File: src/rtl/if_queue.sv
// ---------------------------------------------------------------------------
// if_queue
// Instruction buffer between Fetch and Decode. Fetch pushes {pc, pcplus4,
// instr} tuples, and Decode receives them in the same order over a
// valid/ready handshake. A redirect (flush) discards everything buffered.
//
// Parameters
//   DEPTH  number of entries (power of two, >= 2)
//   NOP    instruction shown on d_instr while the queue is empty
//
// Ports
//   clk        rising-edge clock
//   rst        synchronous active-high reset
//   flush      control-flow redirect; queue is empty after the next edge
//   f_valid    Fetch presents a tuple
//   f_ready    queue not full (feeds the PC hold/stall hook)
//   f_pc       fetched PC
//   f_pcplus4  fetched PC+4
//   f_instr    fetched instruction word
//   d_valid    head entry valid
//   d_ready    Decode consumes the head this cycle
//   d_pc       head PC (0 when empty)
//   d_pcplus4  head PC+4 (0 when empty)
//   d_instr    head instruction (NOP when empty)
//   count      number of occupied entries
// ---------------------------------------------------------------------------
module if_queue #(
    parameter int          DEPTH = 2,
    parameter logic [31:0] NOP   = 32'h00000013
) (
    input  logic                         clk,
    input  logic                         rst,
    input  logic                         flush,
    input  logic                         f_valid,
    output logic                         f_ready,
    input  logic [31:0]                  f_pc,
    input  logic [31:0]                  f_pcplus4,
    input  logic [31:0]                  f_instr,
    output logic                         d_valid,
    input  logic                         d_ready,
    output logic [31:0]                  d_pc,
    output logic [31:0]                  d_pcplus4,
    output logic [31:0]                  d_instr,
    output logic [$clog2(DEPTH+1)-1:0]   count
);

    localparam int PW = $clog2(DEPTH);
    localparam int CW = $clog2(DEPTH + 1);

    logic [95:0]   mem_r [DEPTH];
    logic [PW-1:0] wr_ptr_r;
    logic [PW-1:0] rd_ptr_r;
    logic [CW-1:0] count_r;

    logic          full_s;
    logic          empty_s;
    logic          push_s;
    logic          pop_s;
    logic [95:0]   head_s;

    // Handshake qualifiers come only from registered occupancy, so f_ready
    // has no path from d_ready: a full queue refuses a push even while it pops.
    always_comb begin
        full_s  = (count_r == CW'(DEPTH));
        empty_s = (count_r == CW'(0));
        push_s  = f_valid & ~full_s;
        pop_s   = d_ready & ~empty_s;
    end

    // Pointer and occupancy update; reset beats flush, flush drops any
    // handshake happening in the same cycle.
    always_ff @(posedge clk) begin
        if (rst) begin
            wr_ptr_r <= PW'(0);
            rd_ptr_r <= PW'(0);
            count_r  <= CW'(0);
        end else if (flush) begin
            wr_ptr_r <= PW'(0);
            rd_ptr_r <= PW'(0);
            count_r  <= CW'(0);
        end else begin
            // Power-of-two depth lets the pointers wrap by natural overflow.
            if (push_s) begin
                wr_ptr_r <= wr_ptr_r + PW'(1);
            end else begin
                wr_ptr_r <= wr_ptr_r;
            end
            if (pop_s) begin
                rd_ptr_r <= rd_ptr_r + PW'(1);
            end else begin
                rd_ptr_r <= rd_ptr_r;
            end
            case ({push_s, pop_s})
                2'b10:   count_r <= count_r + CW'(1);
                2'b01:   count_r <= count_r - CW'(1);
                default: count_r <= count_r;
            endcase
        end
    end

    // Entry storage; contents are deliberately not reset, and nothing is
    // written during a reset or flush cycle.
    always_ff @(posedge clk) begin
        if (push_s && !rst && !flush) begin
            mem_r[wr_ptr_r] <= {f_pc, f_pcplus4, f_instr};
        end
    end

    // Head presentation: stored tuple when valid, a harmless NOP bubble otherwise.
    always_comb begin
        head_s = mem_r[rd_ptr_r];
        if (empty_s) begin
            d_pc      = 32'h00000000;
            d_pcplus4 = 32'h00000000;
            d_instr   = NOP;
        end else begin
            d_pc      = head_s[95:64];
            d_pcplus4 = head_s[63:32];
            d_instr   = head_s[31:0];
        end
    end

    assign f_ready = ~full_s;
    assign d_valid = ~empty_s;
    assign count   = count_r;

endmodule

File: config.mk
export PLATFORM = sky130hd
export DESIGN_NAME = if_queue
export DESIGN_NICKNAME = d
export VERILOG_FILES = /design/src/rtl/if_queue.sv
export SDC_FILE = /design/constraint.sdc
export NUM_CORES = 1
export LEC_CHECK = 0
export CAP_MARGIN = 20
export CORE_ASPECT_RATIO = 1.2
export CORE_MARGIN = 3
export CORE_UTILIZATION = 54
export CTS_BUF_LIST = sky130_fd_sc_hd__clkbuf_2 sky130_fd_sc_hd__clkbuf_4 sky130_fd_sc_hd__clkbuf_8
export DETAILED_ROUTE_END_ITERATION = 10
export PLACE_DENSITY = 0.95
export RECOVER_POWER = 100
export SYNTH_ARGS = -nofsm -noshare
export SYNTH_HDL_FRONTEND = slang
export SYNTH_SLANG_ARGS = --single-unit
File: constraint.sdc
create_clock -name clk -period 25.4 [get_ports clk]
set_input_delay 7.62 -clock clk [delete_from_list [all_inputs] [get_ports clk]]
set_output_delay 7.62 -clock clk [all_outputs]
set_load 0.05 [all_outputs]
==> flow_summary.json, run 1 <==
{
  "track_usage_pct": 20.7,
  "crit_family": "buffers and inverters",
  "die_h_um": 135,
  "post_drt_wl_per_cell_um": 18.9,
  "start_kind": "register",
  "synth_fp_nets": 536,
  "period_needed_ns": 13.03,
  "yosysWarnings": 0,
  "antenna_found_initial": 3,
  "grt.busiest_layer": "met2",
  "synth-seq-cells": 197,
  "finalWirelength_um": 15500,
  "ys_types": 21,
  "antenna_left": 0,
  "numCtsBuffers": 17,
  "crit_slowest_cell": "clkbuf_1",
  "synth_area_leaders": "edfxtp_1 (77%), mux2i_1 (13%), nor2_1 (4.9%)",
  "die_area_mm2": 0.0152,
  "setup_viol": 0,
  "port_buffers": 200,
  "vias": 4380,
  "finalSetupTns_ns": 0,
  "grt_pass1_vias": 4670,
  "netlist_area_mm2": 0.00745,
  "synth_top_area_cell": "edfxtp_1",
  "crit_path_max_fanout": 94,
  "start_util_pct": 55.8,
  "fill_cells": 841,
  "peakVddDrop_mv": 0.0424,
  "grt_overflow": 0,
  "globalRouteMet3Util_pct": 5.60,
  "grt_max_degree": 95,
  "avgSynthCellArea_um2": 17.2,
  "cts_setup_buffers": 0,
  "viasPerCell": 5.34,
  "crit_buf_inv": 3,
  "fin_crit_sh_pct": 51.3,
  "worst_hold_path_type": "register to register",
  "drive_gt1_share_pct": 5.38,
  "worstSetupPathType": "register to primary output",
  "tightest_slew_ns": 4.02,
  "status": "finished with violations",
  "cap_violations": 5,
  "io_pins": 201,
  "reg2reg_slack_ns": 21.68,
  "row_count": 46,
  "die_width_um": 113,
  "final_max_slew_viol_count": 291,
  "core-area_mm2": 0.0134,
  "fmax_mhz": 76.8,
  "violations": "capacitance limit, slew limit",
  "slowest_delay_ns": 2.82,
  "fin_skew_ns": 0.0207,
  "drt_iter0_drc": 224,
  "clk_path_buf_depth": 2,
  "clk_latency_ns": 0.45,
  "met2_usage_pct": 35.8,
  "cp-end-kind": "primary output",
  "areaGrowthSynthToFinish_pct": 34.7,
  "finalHoldViolations": 0,
  "slew_headroom_pct": -168,
  "use_met1_pct": 25.2,
  "fin_ws_ns": 12.37,
  "grt_pass1_wl_um": 24000,
  "power_leakage_nw": 3.48,
  "cp.required_ns": 17.78,
  "synthCells": 434,
  "post_cts_resized": 0,
  "dr.pass1.iters": 5,
  "post-synth-top-area-fraction_pct": 77.4,
  "cts_tree": "done",
  "hpwl_um": 10500,
  "drc": 0,
  "clkSlewWorstSetupHoldPaths_ns": 0.10,
  "powerDensity_mw_per_mm2": 67.0,
  "h-tree-depth": 4,
  "cts_sinks": 197,
  "grt_setup_unrepaired": "no",
  "dp_slack_ns": 14.88,
  "worstPathCellList": "nor2_4 > clkbuf_1 > inv_1 > nand2_1 > dlygate4sd3_1",
  "hold_buffers": 0,
  "worstPathArrival_ns": 5.41,
  "layout.nets": 739,
  "cts_root_buf": "clkbuf_8",
  "yosysSeqAreaShare_pct": 78.7,
  "gp_congestion": 0.787
}
==> cell type report <==
cell class | count | area [µm²] | share of cell area, %
antenna | 2 | 5.00 | 0.0499
clock buffer | 17 | 234 | 2.33
clock inverter | 15 | 231 | 2.31
inverter | 3 | 11.3 | 0.112
multi-input combinational | 212 | 1450 | 14.4
sequential | 197 | 5870 | 58.5
tap | 168 | 210 | 2.09
timing repair buffer | 206 | 2030 | 20.2
==> layout by cell type (no fill, tap or decap) <==
cell	synthesis	final
xor2_1	2	2
clkbuf_8	0	17
nor2_4	0	1
nor2_1	97	96
clkdlybuf4s50_1	0	3
nand3_1	1	1
dfxtp_4	0	1
inv_6	0	5
inv_8	0	3
xnor2_1	1	1
mux2i_1	96	96
inv_1	3	3
nand2_1	4	4
nor3_1	2	2
nand2b_1	1	1
clkbuf_1	4	5
ha_1	1	1
buf_4	1	1
or2_0	0	1
o21ai_0	2	2
bufinv_16	0	4
clkinv_8	0	1
or3_1	1	1
dlygate4sd3_1	0	197
dfxtp_1	5	4
diode_2	0	2
clkinv_4	0	2
edfxtp_1	192	192
a21oi_1	2	2
a21o_1	1	1
==> kinds of logic (layout without fill, tap and decap cells) <==
group	after synthesis	in the layout	share of synthesized area, %
multiplexers	96	96	12.9
adder cells (fa/ha/maj)	1	1	0.168
flip-flops	197	197	78.7
other	0	2	0
XOR/XNOR	3	3	0.353
buffers and inverters	25	241	1.93
AO/OA/AOI/OAI	5	5	0.370
AND/OR/NAND/NOR	107	107	5.54
==> cells in the mapped netlist <==
| library cell | count |
|---|---|
| edfxtp_1 | 192 |
| nor2_1 | 97 |
| mux2i_1 | 96 |
| buf_2 | 13 |
| dfxtp_1 | 5 |
| buf_6 | 4 |
| clkbuf_1 | 4 |
| nand2_1 | 4 |
| inv_1 | 3 |
| a21oi_1 | 2 |
| nor3_1 | 2 |
| o21ai_0 | 2 |
| xor2_1 | 2 |
| a21o_1 | 1 |
| buf_4 | 1 |
| ha_1 | 1 |
| nand2b_1 | 1 |
| nand3_1 | 1 |
| or2_2 | 1 |
| or3_1 | 1 |
| xnor2_1 | 1 |
==> power by group <==
part	leakage [nW]	total [mW]	switching [mW]	internal [mW]
combinational	1.46	0.0810	0.0524	0.0285
sequential	1.79	0.366	0.00276	0.364
clock	0.235	0.225	0.113	0.112
==> sequential cells by signal, summed over array words and instances, names as in the netlist, named ones only <==
signal / flops
count: 2
mem_r: 192
rd_ptr_r: 1
wr_ptr_r: 1
==> per-stage QoR <==
step	std cells	hold WS (ns)	cell area [µm²]	total power, mW	utilization [%]
after floorplan	434	0.472	7450	0.422	-
after global placement	786	0.490	9600	0.458	71.9
after detailed placement	786	0.532	9600	0.460	71.9
after CTS	818	0.560	10100	0.683	75.3
after global routing	819	0.581	10000	0.697	75.1
final	820	0.550	10000	0.673	75.2
==> per-layer routing <==
| layer | part of all wire (%) | wire length [µm] | up-vias |
|---|---|---|---|
| li1 | - | - | 2012 |
| met3 | 6.5 | 1010 | 30 |
| met1 | 38 | 5870 | 2144 |
| met2 | 54 | 8290 | 190 |
| met4 | 1.9 | 290 | 4 |
| met5 | 0.14 | 21 | - |
==> path summary, 6_finish.rpt <==
check                                           start                     end  cells past startpoint
worst max-delay path            count[1]$_SDFFE_PP0P_              d_instr[1]                      5
worst min-delay path            rd_ptr_r$_SDFFE_PP0P_   rd_ptr_r$_SDFFE_PP0P_                      2
worst max register to register  count[0]$_SDFFE_PP0P_  mem_r[0][76]$_DFFE_PP_                      4
worst min register to register  rd_ptr_r$_SDFFE_PP0P_   rd_ptr_r$_SDFFE_PP0P_                      2
==> worst min-delay path, delay by kind of cell (launching register included) <==
family | cells | cell delay [ns]
DFF | 1 | 0.34
xor gates and xnor gates | 1 | 0.09
and+or+nand+nor | 1 | 0.09
Power figures use the tool's default switching activity.
==> run 2, diff against run 1 <==
Settings changed: CORE_UTILIZATION 54 to 50, PLACE_DENSITY 0.95 to 0.93.
Clock period 25.4 ns to 12.7 ns, I/O delays scaled along.
==> run 2 against run 1 <==
  * The flow still finishes with violations (capacitance limit, slew limit)
  * Critical path depth did not move
  * Cell count rose by 3.7%
  * First-iteration DRC count rose by 20%
  * Die area rose by 7.6%
  * Sequential power rose by 100%
  * Worst setup slack got worse by 8.3 ns
  * Via count fell by 1.2%
  * Count of clock-buffer cells in the layout rose by 1
  * Sequential share of layout area rose by 0.20 points
  * Flip-flop and latch count did not move
  * Clock power rose by 75%
  * Hold slack got worse by 0.012 ns
  * Critical path type unchanged
  * Critical endpoint is now d_instr[4]
==> flow_summary.json, run 2 (synthesis gave the netlist of run 1 again) <==
{
  "start_util_pct": 51.5,
  "final_common_cell": "dlygate4sd3_1",
  "tightest_slew_ns": 2.94,
  "fill_cells": 995,
  "slew_headroom_pct": -95.9,
  "dp_slack_ns": 5.96,
  "fin_skew_ns": 0.0112,
  "reg2reg_slack_ns": 9.03,
  "grt_overflow": 0,
  "power_leakage_nw": 3.45,
  "cap_violations": 5,
  "fin_area_mm2": 0.0100,
  "post_cts_resized": 0,
  "clk_path_buf_depth": 2,
  "gp_congestion": 0.735,
  "powerDensity_mw_per_mm2": 129,
  "diodes": 0,
  "cts_root_buf": "clkbuf_8",
  "fin_ws_ns": 4.08,
  "core-area_mm2": 0.0145,
  "finalHoldViolations": 0,
  "setup_viol": 0,
  "layout.nets": 739,
  "period_needed_ns": 8.62,
  "fmax_mhz": 116,
  "grt_setup_unrepaired": "no",
  "dpl_cell_area_mm2": 0.00964,
  "fin_crit_sh_pct": 67.9,
  "h-tree-depth": 4,
  "dr.pass1.iters": 4,
  "status": "finished with violations",
  "r2r_start": "count[0]$_SDFFE_PP0P_",
  "violations": "capacitance limit, slew limit",
  "cts_tree": "done",
  "worstHoldStart": "rd_ptr_r$_SDFFE_PP0P_",
  "hold_ws_ns": 0.538,
  "worstPathArrival_ns": 4.81,
  "grt_pass1_wl_um": 23900,
  "start_kind": "register",
  "cp.required_ns": 8.89,
  "io_pins": 201,
  "vias": 4327,
  "drive_gt1_share_pct": 5.38,
  "startpoint": "count[0]$_SDFFE_PP0P_",
  "die_area_mm2": 0.0164,
  "min_to": "rd_ptr_r$_SDFFE_PP0P_",
  "finalSetupTns_ns": 0,
  "ff2ff_path_depth": 4,
  "row_count": 48,
  "cts_setup_buffers": 0,
  "cts_sinks": 197,
  "port_buffers": 200,
  "worst_hold_path_type": "register to register",
  "viasPerCell": 5.09,
  "r2r_end": "mem_r[1][63]$_DFFE_PP_",
  "final_cell_mix": "dlygate4sd3_1 (196), edfxtp_1 (192), nor2_1 (97)",
  "holdPathStages": 2,
  "drc": 0,
  "regMostFlops": "mem_r",
  "post_drt_wl_per_cell_um": 17.8,
  "clkSlewWorstSetupHoldPaths_ns": 0.10,
  "areaGrowthSynthToFinish_pct": 34.3,
  "grt_max_degree": 54,
  "antenna_left": 0,
  "largest_reg_flops": 192,
  "numCtsBuffers": 17,
  "peakVddDrop_mv": 0.0872,
  "worstSetupPathType": "register to primary output",
  "final_max_slew_viol_count": 241,
  "p_total_mw": 1.29,
  "cp-end-kind": "primary output",
  "hpwl_um": 10400,
  "hold_buffers": 0,
  "crit_path_max_fanout": 51,
  "drt_iter0_drc": 269,
  "clk_latency_ns": 0.44,
  "die_h_um": 140,
  "finalWirelength_um": 15100,
  "track_usage_pct": 18.6,
  "grt_pass1_vias": 4593,
  "die_width_um": 117,
  "antenna_found_initial": 3
}
-- run 2: area by class of cell --
type / count / area, µm² / area share [%]
well taps: 200 / 250 / 2.50
clock inverters: 14 / 158 / 1.58
multi-input cells: 212 / 1440 / 14.4
inverters: 3 / 11.3 / 0.113
repair buffers: 206 / 2030 / 20.3
clock buffers: 18 / 241 / 2.41
flip-flops and latches: 197 / 5870 / 58.7
-- run 2: routing by layer --
layer | GRT usage [%] | part of all wire, % | vias up
met5 | 0 | 0.25 | -
met4 | 6.05 | 1.6 | 6
met3 | 5.57 | 6.6 | 27
met2 | 32.9 | 53 | 187
met1 | 21.8 | 39 | 2102
li1 | - | - | 2005
-- run 2: report_power, final --
part           switching, mW  internal [mW]  total, mW
Sequential           0.00512          0.727      0.732
Combinational          0.105         0.0556      0.160
Clock                  0.226          0.168      0.394
-- run 2: worst max path at each step --
stage / to / slack, ns
3_5_place_dp: d_pcplus4[4] / 5.96
3_3_place_gp: d_instr[23] / 6.04
6_report: d_instr[4] / 4.08
5_1_grt: d_instr[4] / 3.57
4_1_cts: d_pcplus4[4] / 5.45
2_1_floorplan: mem_r[0][0]$_DFFE_PP_ / 1.28
-- run 2: worst max-delay path, stage by stage (launching register included) --
cell and delay, ns:
dfxtp_1 0.38, nor2_1 2.07, buf_4 0.72, inv_1 0.17
nand2_1 0.09, dlygate4sd3_1 0.87
-- run 2: metrics by stage --
| step | cells | utilization (%) |
|---|---|---|
| after floorplan | 434 | - |
| after global placement | 818 | 66.6 |
| after detailed placement | 818 | 66.6 |
| after CTS | 850 | 69.3 |
| after global routing | 850 | 69.1 |
| final | 850 | 69.1 |
